### src/rtl/tqvp_segment_reader.sv
// tqvp_segment_reader
//   TinyQV peripheral that watches an externally driven 7-segment pattern,
//   synchronises and debounces it, decodes it back to a hex/BCD digit and
//   queues each newly accepted digit in a small FIFO for the CPU to pop.
//
// Ports
//   clk        system clock
//   rst        synchronous reset, active-high
//   ui_in      [6:0] segments a..g, [7] unused
//   uo_out     {fifo_nonempty, 2'b00, last_invalid, last_code[3:0]} when ECHO, else 0
//   address    register address
//   data_write write strobe, data_in valid
//   data_in    write data
//   data_out   read data, combinational from address
//
// Register map
//   @0 DATA  R: {nonempty, 0, head[5:0]}            W: pop one entry
//   @1 CTRL  R/W: [7]EN [6]AL [5]HEX [4]PB [3]ECHO  W: [0]CLR flushes FIFO and OVF
//   @2 STAT  R: {full, empty, OVF, 0, count[3:0]}   W: [5]=1 clears OVF
//   @3 RAW   R: {0, seg}
//   @4 LAST  R: {accepted_valid, 0, decode(accepted)}
//   others read 8'hFF
module tqvp_segment_reader #(
    parameter int unsigned STABLE_CYCLES = 16,
    parameter int unsigned FIFO_DEPTH    = 4
) (
    input  logic       clk,
    input  logic       rst,
    input  logic [7:0] ui_in,
    output logic [7:0] uo_out,
    input  logic [3:0] address,
    input  logic       data_write,
    input  logic [7:0] data_in,
    output logic [7:0] data_out
);

    localparam int unsigned CntW = (STABLE_CYCLES > 2) ? $clog2(STABLE_CYCLES) : 1;
    localparam int unsigned PtrW = $clog2(FIFO_DEPTH);
    localparam logic [CntW-1:0] CntMax = CntW'(STABLE_CYCLES - 1);
    localparam logic [CntW-1:0] CntPre = CntW'(STABLE_CYCLES - 2);
    localparam logic [3:0] CountFull = 4'(FIFO_DEPTH);

    // Entry / decode result: {blank, invalid, code[3:0]}
    function automatic logic [5:0] decode(input logic [6:0] s, input logic hex);
        logic [5:0] r;
        r = 6'h10;
        case (s)
            7'h00: r = 6'h20;
            7'h3F: r = 6'h00;
            7'h06: r = 6'h01;
            7'h5B: r = 6'h02;
            7'h4F: r = 6'h03;
            7'h66: r = 6'h04;
            7'h6D: r = 6'h05;
            7'h7D: r = 6'h06;
            7'h07, 7'h27: r = 6'h07;
            7'h7F: r = 6'h08;
            7'h6F, 7'h67: r = 6'h09;
            7'h77: if (hex) r = 6'h0A;
            // Tail-less 6 and lowercase b share a pattern; HEX picks the reading.
            7'h7C: r = hex ? 6'h0B : 6'h06;
            7'h39, 7'h58: if (hex) r = 6'h0C;
            7'h5E: if (hex) r = 6'h0D;
            7'h79: if (hex) r = 6'h0E;
            7'h71: if (hex) r = 6'h0F;
            default: r = 6'h10;
        endcase
        return r;
    endfunction

    // Control
    logic en_q, al_q, hex_q, pb_q, echo_q;

    // Input path and filter
    logic [6:0]      sync1_q, sync2_q, seg;
    logic [6:0]      cand_q, cand_d;
    logic [CntW-1:0] cnt_q, cnt_d;
    logic [6:0]      acc_q, acc_d;
    logic            acc_valid_q, acc_valid_d;
    logic            push_q, push_d;

    // FIFO
    logic [5:0]      mem_q [FIFO_DEPTH];
    logic [PtrW-1:0] rd_q, rd_d, wr_q, wr_d;
    logic [3:0]      count_q, count_d;
    logic            ovf_q, ovf_d;

    logic       ctrl_wr, clr, pop, ovf_clr, push_ok, wr_en, full, empty;
    logic [5:0] dec_acc, head;
    logic       unused_bits;

    assign unused_bits = ^{ui_in[7], data_in[2:1]};

    assign seg     = al_q ? ~sync2_q : sync2_q;
    assign dec_acc = decode(acc_q, hex_q);

    assign full    = (count_q == CountFull);
    assign empty   = (count_q == 4'd0);
    assign head    = empty ? 6'h00 : mem_q[rd_q];

    assign ctrl_wr = data_write && (address == 4'd1);
    assign clr     = ctrl_wr && data_in[0];
    assign pop     = data_write && (address == 4'd0) && !empty;
    assign ovf_clr = data_write && (address == 4'd2) && data_in[5];
    // A blank acceptance still updates LAST but only enters the FIFO with PB set.
    assign push_ok = push_q && !((acc_q == 7'h00) && !pb_q);
    // A pop frees the slot in the same cycle, so a full FIFO can still accept.
    assign wr_en   = push_ok && (!full || pop) && !clr;

    always_comb begin
        cand_d      = cand_q;
        cnt_d       = cnt_q;
        acc_d       = acc_q;
        acc_valid_d = acc_valid_q;
        push_d      = 1'b0;
        if (!en_q) begin
            cand_d      = '0;
            cnt_d       = '0;
            acc_valid_d = 1'b0;
        end else if (seg != cand_q) begin
            cand_d = seg;
            cnt_d  = '0;
        end else if (cnt_q != CntMax) begin
            cnt_d = cnt_q + 1'b1;
            // Only the step onto CntMax can accept; saturation keeps it one-shot.
            if ((cnt_q == CntPre) && (!acc_valid_q || (cand_q != acc_q))) begin
                acc_d       = cand_q;
                acc_valid_d = 1'b1;
                push_d      = 1'b1;
            end
        end
    end

    always_comb begin
        rd_d    = rd_q;
        wr_d    = wr_q;
        count_d = count_q;
        ovf_d   = ovf_q;
        if (clr) begin
            rd_d    = '0;
            wr_d    = '0;
            count_d = '0;
            ovf_d   = 1'b0;
        end else begin
            if (pop) rd_d = rd_q + 1'b1;
            if (wr_en) wr_d = wr_q + 1'b1;
            case ({wr_en, pop})
                2'b10:   count_d = count_q + 4'd1;
                2'b01:   count_d = count_q - 4'd1;
                default: count_d = count_q;
            endcase
            if (ovf_clr) ovf_d = 1'b0;
            // Overflow is applied after the clear so a same-cycle drop wins.
            if (push_ok && full && !pop) ovf_d = 1'b1;
        end
    end

    always_ff @(posedge clk) begin
        if (rst) begin
            sync1_q     <= '0;
            sync2_q     <= '0;
            en_q        <= 1'b0;
            al_q        <= 1'b1;
            hex_q       <= 1'b1;
            pb_q        <= 1'b0;
            echo_q      <= 1'b0;
            cand_q      <= '0;
            cnt_q       <= '0;
            acc_q       <= '0;
            acc_valid_q <= 1'b0;
            push_q      <= 1'b0;
            rd_q        <= '0;
            wr_q        <= '0;
            count_q     <= '0;
            ovf_q       <= 1'b0;
        end else begin
            sync1_q     <= ui_in[6:0];
            sync2_q     <= sync1_q;
            cand_q      <= cand_d;
            cnt_q       <= cnt_d;
            acc_q       <= acc_d;
            acc_valid_q <= acc_valid_d;
            push_q      <= push_d;
            rd_q        <= rd_d;
            wr_q        <= wr_d;
            count_q     <= count_d;
            ovf_q       <= ovf_d;
            if (ctrl_wr) begin
                {en_q, al_q, hex_q, pb_q, echo_q} <= data_in[7:3];
            end
        end
    end

    always_ff @(posedge clk) begin
        if (wr_en) begin
            mem_q[wr_q] <= decode(acc_q, hex_q);
        end
    end

    always_comb begin
        case (address)
            4'd0:    data_out = {!empty, 1'b0, head};
            4'd1:    data_out = {en_q, al_q, hex_q, pb_q, echo_q, 3'b000};
            4'd2:    data_out = {full, empty, ovf_q, 1'b0, count_q};
            4'd3:    data_out = {1'b0, seg};
            4'd4:    data_out = {acc_valid_q, 1'b0, dec_acc};
            default: data_out = 8'hFF;
        endcase
    end

    assign uo_out = echo_q ? {!empty, 2'b00, dec_acc[4:0]} : 8'h00;

endmodule
### config.mk
export PLATFORM = sky130hd
export DESIGN_NAME = tqvp_segment_reader
export DESIGN_NICKNAME = d
export VERILOG_FILES = /design/src/rtl/tqvp_segment_reader.sv
export SDC_FILE = /design/constraint.sdc
export NUM_CORES = 1
export LEC_CHECK = 0
export ABC_AREA = 1
export CAP_MARGIN = 20
export CORE_MARGIN = 2
export CORE_UTILIZATION = 55
export CTS_CLUSTER_DIAMETER = 120
export DETAILED_ROUTE_END_ITERATION = 7
export PLACE_DENSITY = 0.76
export SLEW_MARGIN = 15
export SYNTH_ARGS = -nofsm -noshare
export SYNTH_HDL_FRONTEND = slang
export SYNTH_SLANG_ARGS = --single-unit
export TNS_END_PERCENT = 5
### constraint.sdc
create_clock -name clk -period 3.1 [get_ports clk]
set_input_delay 0.62 -clock clk [delete_from_list [all_inputs] [get_ports clk]]
set_output_delay 0.62 -clock clk [all_outputs]
set_load 0.01 [all_outputs]
==> flow_results.org <==
** Finish
- After routing the design area is 0.00466 mm².
- Measured on the finished design, the core utilization comes to 0.686.
- The net count of the finished layout is 628.
- Filler-free cell count of the finished design :: 696
- Leading cell types in the layout, fill and taps excluded :: sky130_fd_sc_hd__nand2_1, sky130_fd_sc_hd__nor2_1, sky130_fd_sc_hd__inv_1
- Synth-to-layout area growth :: 21.2%
- Of the cells placed in the final design, the portion with a size suffix greater than 1 is 0.100.
- The repair_antennas step left the layout with diodes totalling 0.
- Most common library cell in the layout ignoring fill and taps :: sky130_fd_sc_hd__nand2_1

** Floorplan
- The region available for standard cell placement spans 0.00679 mm².
- The die covers 0.00768 mm².
- From bottom edge to top edge, the die measures 87.6 µm.
- I/O pin cnt :: 39
- The floorplan has 30 rows.
- Initial core utilization :: 0.566
- Die Wd :: 87.6 µm

** Global routing
- The number of global-route vias before repair was 3273.
- First-pass GRT wire length :: 14.8 mm
- Total global-route track usage :: 0.251
- Aggregate global routing overflow :: 0
- Entering global routing, the biggest net connects 18 pins.
- The initial antenna violation count came to 0.

** Synth
- Cells taking the most area after synthesis :: sky130_fd_sc_hd__dfxtp_1, sky130_fd_sc_hd__edfxtp_1, sky130_fd_sc_hd__nand2_1
- FF+latch count, synth :: 74
- Post-Syn Instances :: 540
- Fraction of registers with async set or reset after synthesis :: 0
- The most used flip-flop cell after synthesis is sky130_fd_sc_hd__dfxtp_1.
- Portion of synthesized cell area occupied by the leading cell type :: 0.260
- For this run, the register share of the synthesized area comes to 0.448.
- Distinct cells, synth :: 30
- Mapped Area :: 0.00384 mm²
- The synthesized design contains 24 enable-type register cells.
- Cell type contributing the most total cell area after synthesis :: sky130_fd_sc_hd__dfxtp_1
- Synth Area per Inst :: 7.12 µm²
- Number of warnings issued by yosys :: 0

** Power
- In this run the power density over the cells is 415 mW/mm².
- Leakage :: 2.14 nW
- Summed over all nets, the switching power comes to 0.000450 W.
- Of the total power, registers draw 0.521.
- The share of total power dissipated in combinational logic is 0.063.
- IR analysis of the VDD net gives a maximum drop of 0.000361 V.
- Of the total power, the share spent switching nets is 0.233.
- Internal portion of total power :: 0.00149 W
- Clock network power share :: 0.415

** Clock tree
- Clock tree root driver cell :: sky130_fd_sc_hd__clkbuf_8
- Clock insertion delay at the later pin of the skew report :: 350 ps
- Clock-pin slew was measured on the worst setup and hold paths at 80 ps.
- Number of buffers added by the clock tree synthesis step :: 9
- CTS tree :: yes
- Counting along the longest clock path gives a buffer depth of 2.
- The clock net in this run drives a total of 74 sinks.
- H-tree Lvls :: 3
- Buffers inserted to repair hold after CTS numbered 0.

** Placed design
- Estimated wirelength of the detail-placed design :: 6.53 mm
- Number of port buffers :: 33
- Weighted congestion at the end of routability-driven global placement :: 0.895
- After detailed placement, the total cell area comes to 0.00436 mm².
- After detailed placement, the design holds a cell count of 676.

** Routing
- Average wire per cell in the routed design :: 13.0 µm
- The routed layout has 3606 vias.
- Starting DRC count in detailed routing :: 276
- Vias per cell :: 5.18
- For this run, design rule violations remaining after detail routing come to 0.
- Residual antenna-violating net count after detailed routing :: 0
- Wire length after detailed routing :: 9.02 mm
- Number of iterations in the first detailed-routing pass :: 5

** Min path
- Instance count along the most critical hold path :: 2
- Hold Path End :: sync2_q[1]
- Path type of the worst min-delay path :: register to register
- In this run the most critical hold path is launched from sync1_q[1].

** Worst setup path
- The slowest stage of the critical path belongs to the cell sky130_fd_sc_hd__clkdlybuf4s50_1.
- Setup CP Type :: primary input to primary output
- The number of buffers and inverters on the critical path is 6.
- On the critical path the largest part of the delay comes from buffers and inverters.
- Measured in cells, the most critical reg-to-reg path has a length of 17.
- Required arrival time at the worst endpoint :: 2480 ps
- Worst Setup End Kind :: primary output
- Along the worst path, the maximum fanout reaches 5.
- Arrival time worst endpoint :: 2340 ps
- Traced cell by cell, the critical path runs through clkdlybuf4s50_1, inv_1, nand2_2, nor2_1, nand2_1, buf_4, clkinvlp_4, buf_4, a21oi_2, nand2_1, dlygate4sd2_1.
- Beginning of the worst register-to-register path :: acc_q[4]
- Largest incremental delay on the critical path :: 490 ps
- Minimum setup slack among reg-to-reg paths :: 490 ps
- Worst r2r dst :: count_q[3]
- Element type at the critical path start :: primary input

** Timing
- Max frequency :: 0.338 GHz
- Final Cycle Share :: 0.954
- Setup violations remaining at the end of the flow were counted as 0.
- Unrepaired setup endpoints after global routing :: yes
- Endpoints failing hold :: 0
- The count of pins over their slew limit came to 0.
- Minimum clock period after layout :: 2960 ps
- Hold WS :: 403 ps
- Setup total negative slack :: 0 ps
- On the final layout, the worst clock skew is 12.2 ps.

** Flow run
- Reported max-cap violation count :: 0

** Outcome
- The flow ran to the end, and the final reports show no timing, DRC or antenna violations.
-- synth_stat cells (3+ instances only) --
library cell	count
sky130_fd_sc_hd__a21oi_1	25
sky130_fd_sc_hd__a31oi_1	3
sky130_fd_sc_hd__buf_4	3
sky130_fd_sc_hd__buf_6	3
sky130_fd_sc_hd__clkbuf_1	4
sky130_fd_sc_hd__dfxtp_1	50
sky130_fd_sc_hd__edfxtp_1	24
sky130_fd_sc_hd__ha_1	9
sky130_fd_sc_hd__inv_1	79
sky130_fd_sc_hd__nand2_1	137
sky130_fd_sc_hd__nand3_1	36
sky130_fd_sc_hd__nand4_1	6
sky130_fd_sc_hd__nor2_1	105
sky130_fd_sc_hd__nor3_1	3
sky130_fd_sc_hd__o211ai_1	8
sky130_fd_sc_hd__o21ai_0	18
sky130_fd_sc_hd__o32ai_1	6
sky130_fd_sc_hd__xor2_1	5
-- cell families (layout without fill, tap and decap cells) --
| group | Yosys count | in the layout | synth area share |
|---|---|---|---|
| xor gates and xnor gates | 5 | 5 | 0.0114 |
| DFF | 74 | 74 | 0.448 |
| and+or+nand+nor | 292 | 292 | 0.305 |
| buffers and inverters | 93 | 152 | 0.100 |
| AOI/OAI and AO/OA | 65 | 65 | 0.100 |
| adders and majority gates | 10 | 10 | 0.0345 |
| other | 1 | 2 | 0.000975 |
-- layer usage --
metal / global-route usage / vias to the layer above / part of all wire
li1: - / 1826 / -
met1: 0.337 / 1626 / 0.45
met2: 0.394 / 129 / 0.46
met3: 0.0481 / 25 / 0.054
met4: 0.113 / 0 / 0.029
met5: 0 / - / 0
-- through the flow --
step | power, W | worst slack (ps)
floorplan | 0.00109 | 415
global placement | 0.00115 | -72.1
detailed placement | 0.00115 | -112
CTS | 0.00194 | -29.4
global route | 0.00200 | -78.6
finish | 0.00194 | 142
-- power groups by stage --
stage               Sequential [W]  Combinational [W]  Clock, W
finish                     0.00101           0.000123  0.000804
global route               0.00101           0.000136  0.000853
CTS                        0.00101           0.000121  0.000809
detailed placement         0.00103           0.000119         0
global placement           0.00103           0.000117         0
floorplan                  0.00103          0.0000625         0
-- sequential cells by signal, summed over array words and instances, names as in the netlist, 2 cells and up, named ones only --
name / count
cnt_q: 4
sync1_q: 7
sync2_q: 7
wr_q: 2
cand_q: 7
count_q: 4
rd_q: 2
acc_q: 7
mem_q: 24
-- worst max-delay path by stage --
| stage | endpoint | start | depth (start not counted) | slack, ps |
|---|---|---|---|---|
| final | data_out[0] | address[2] | 11 | 140 |
| after global routing | count_q[3] | address[2] | 19 | -80 |
| after CTS | data_out[5] | address[0] | 8 | -30 |
| after detailed placement | count_q[3] | address[0] | 19 | -110 |
| after global placement | data_out[1] | address[0] | 9 | -70 |
| after floorplan | count_q[3] | address[1] | 18 | 410 |
-- worst reg2reg max path: cells and delay by family (launching register included) --
| kind | cells | cell delay (ps) |
|---|---|---|
| buffers and inverters | 1 | 220 |
| adder cells (fa/ha/maj) | 2 | 460 |
| flip-flops | 1 | 360 |
| AND/OR/NAND/NOR | 11 | 1090 |
| AO/OA/AOI/OAI | 3 | 390 |
-- final cells by class --
class / instances / area (µm²)
multi-input cells: 374 / 1780
clock buffers: 11 / 153
repair buffers: 56 / 518
well taps: 96 / 120
inverters: 80 / 304
fillers: 587 / 2130
clock inverters: 5 / 60.1
flip-flops and latches: 74 / 1730
-- repair_timing --
| item | CTS | global route |
|---|---|---|
| endpoints found under the hold margin | 0 | 0 |
| endpoints found under the setup margin | 5 | 11 |
| resized for setup | 7 | 20 |
| pin swaps | 1 | 2 |
| setup buffers | 1 | 3 |
No activity file was read; power rests on OpenSTA's default activity.
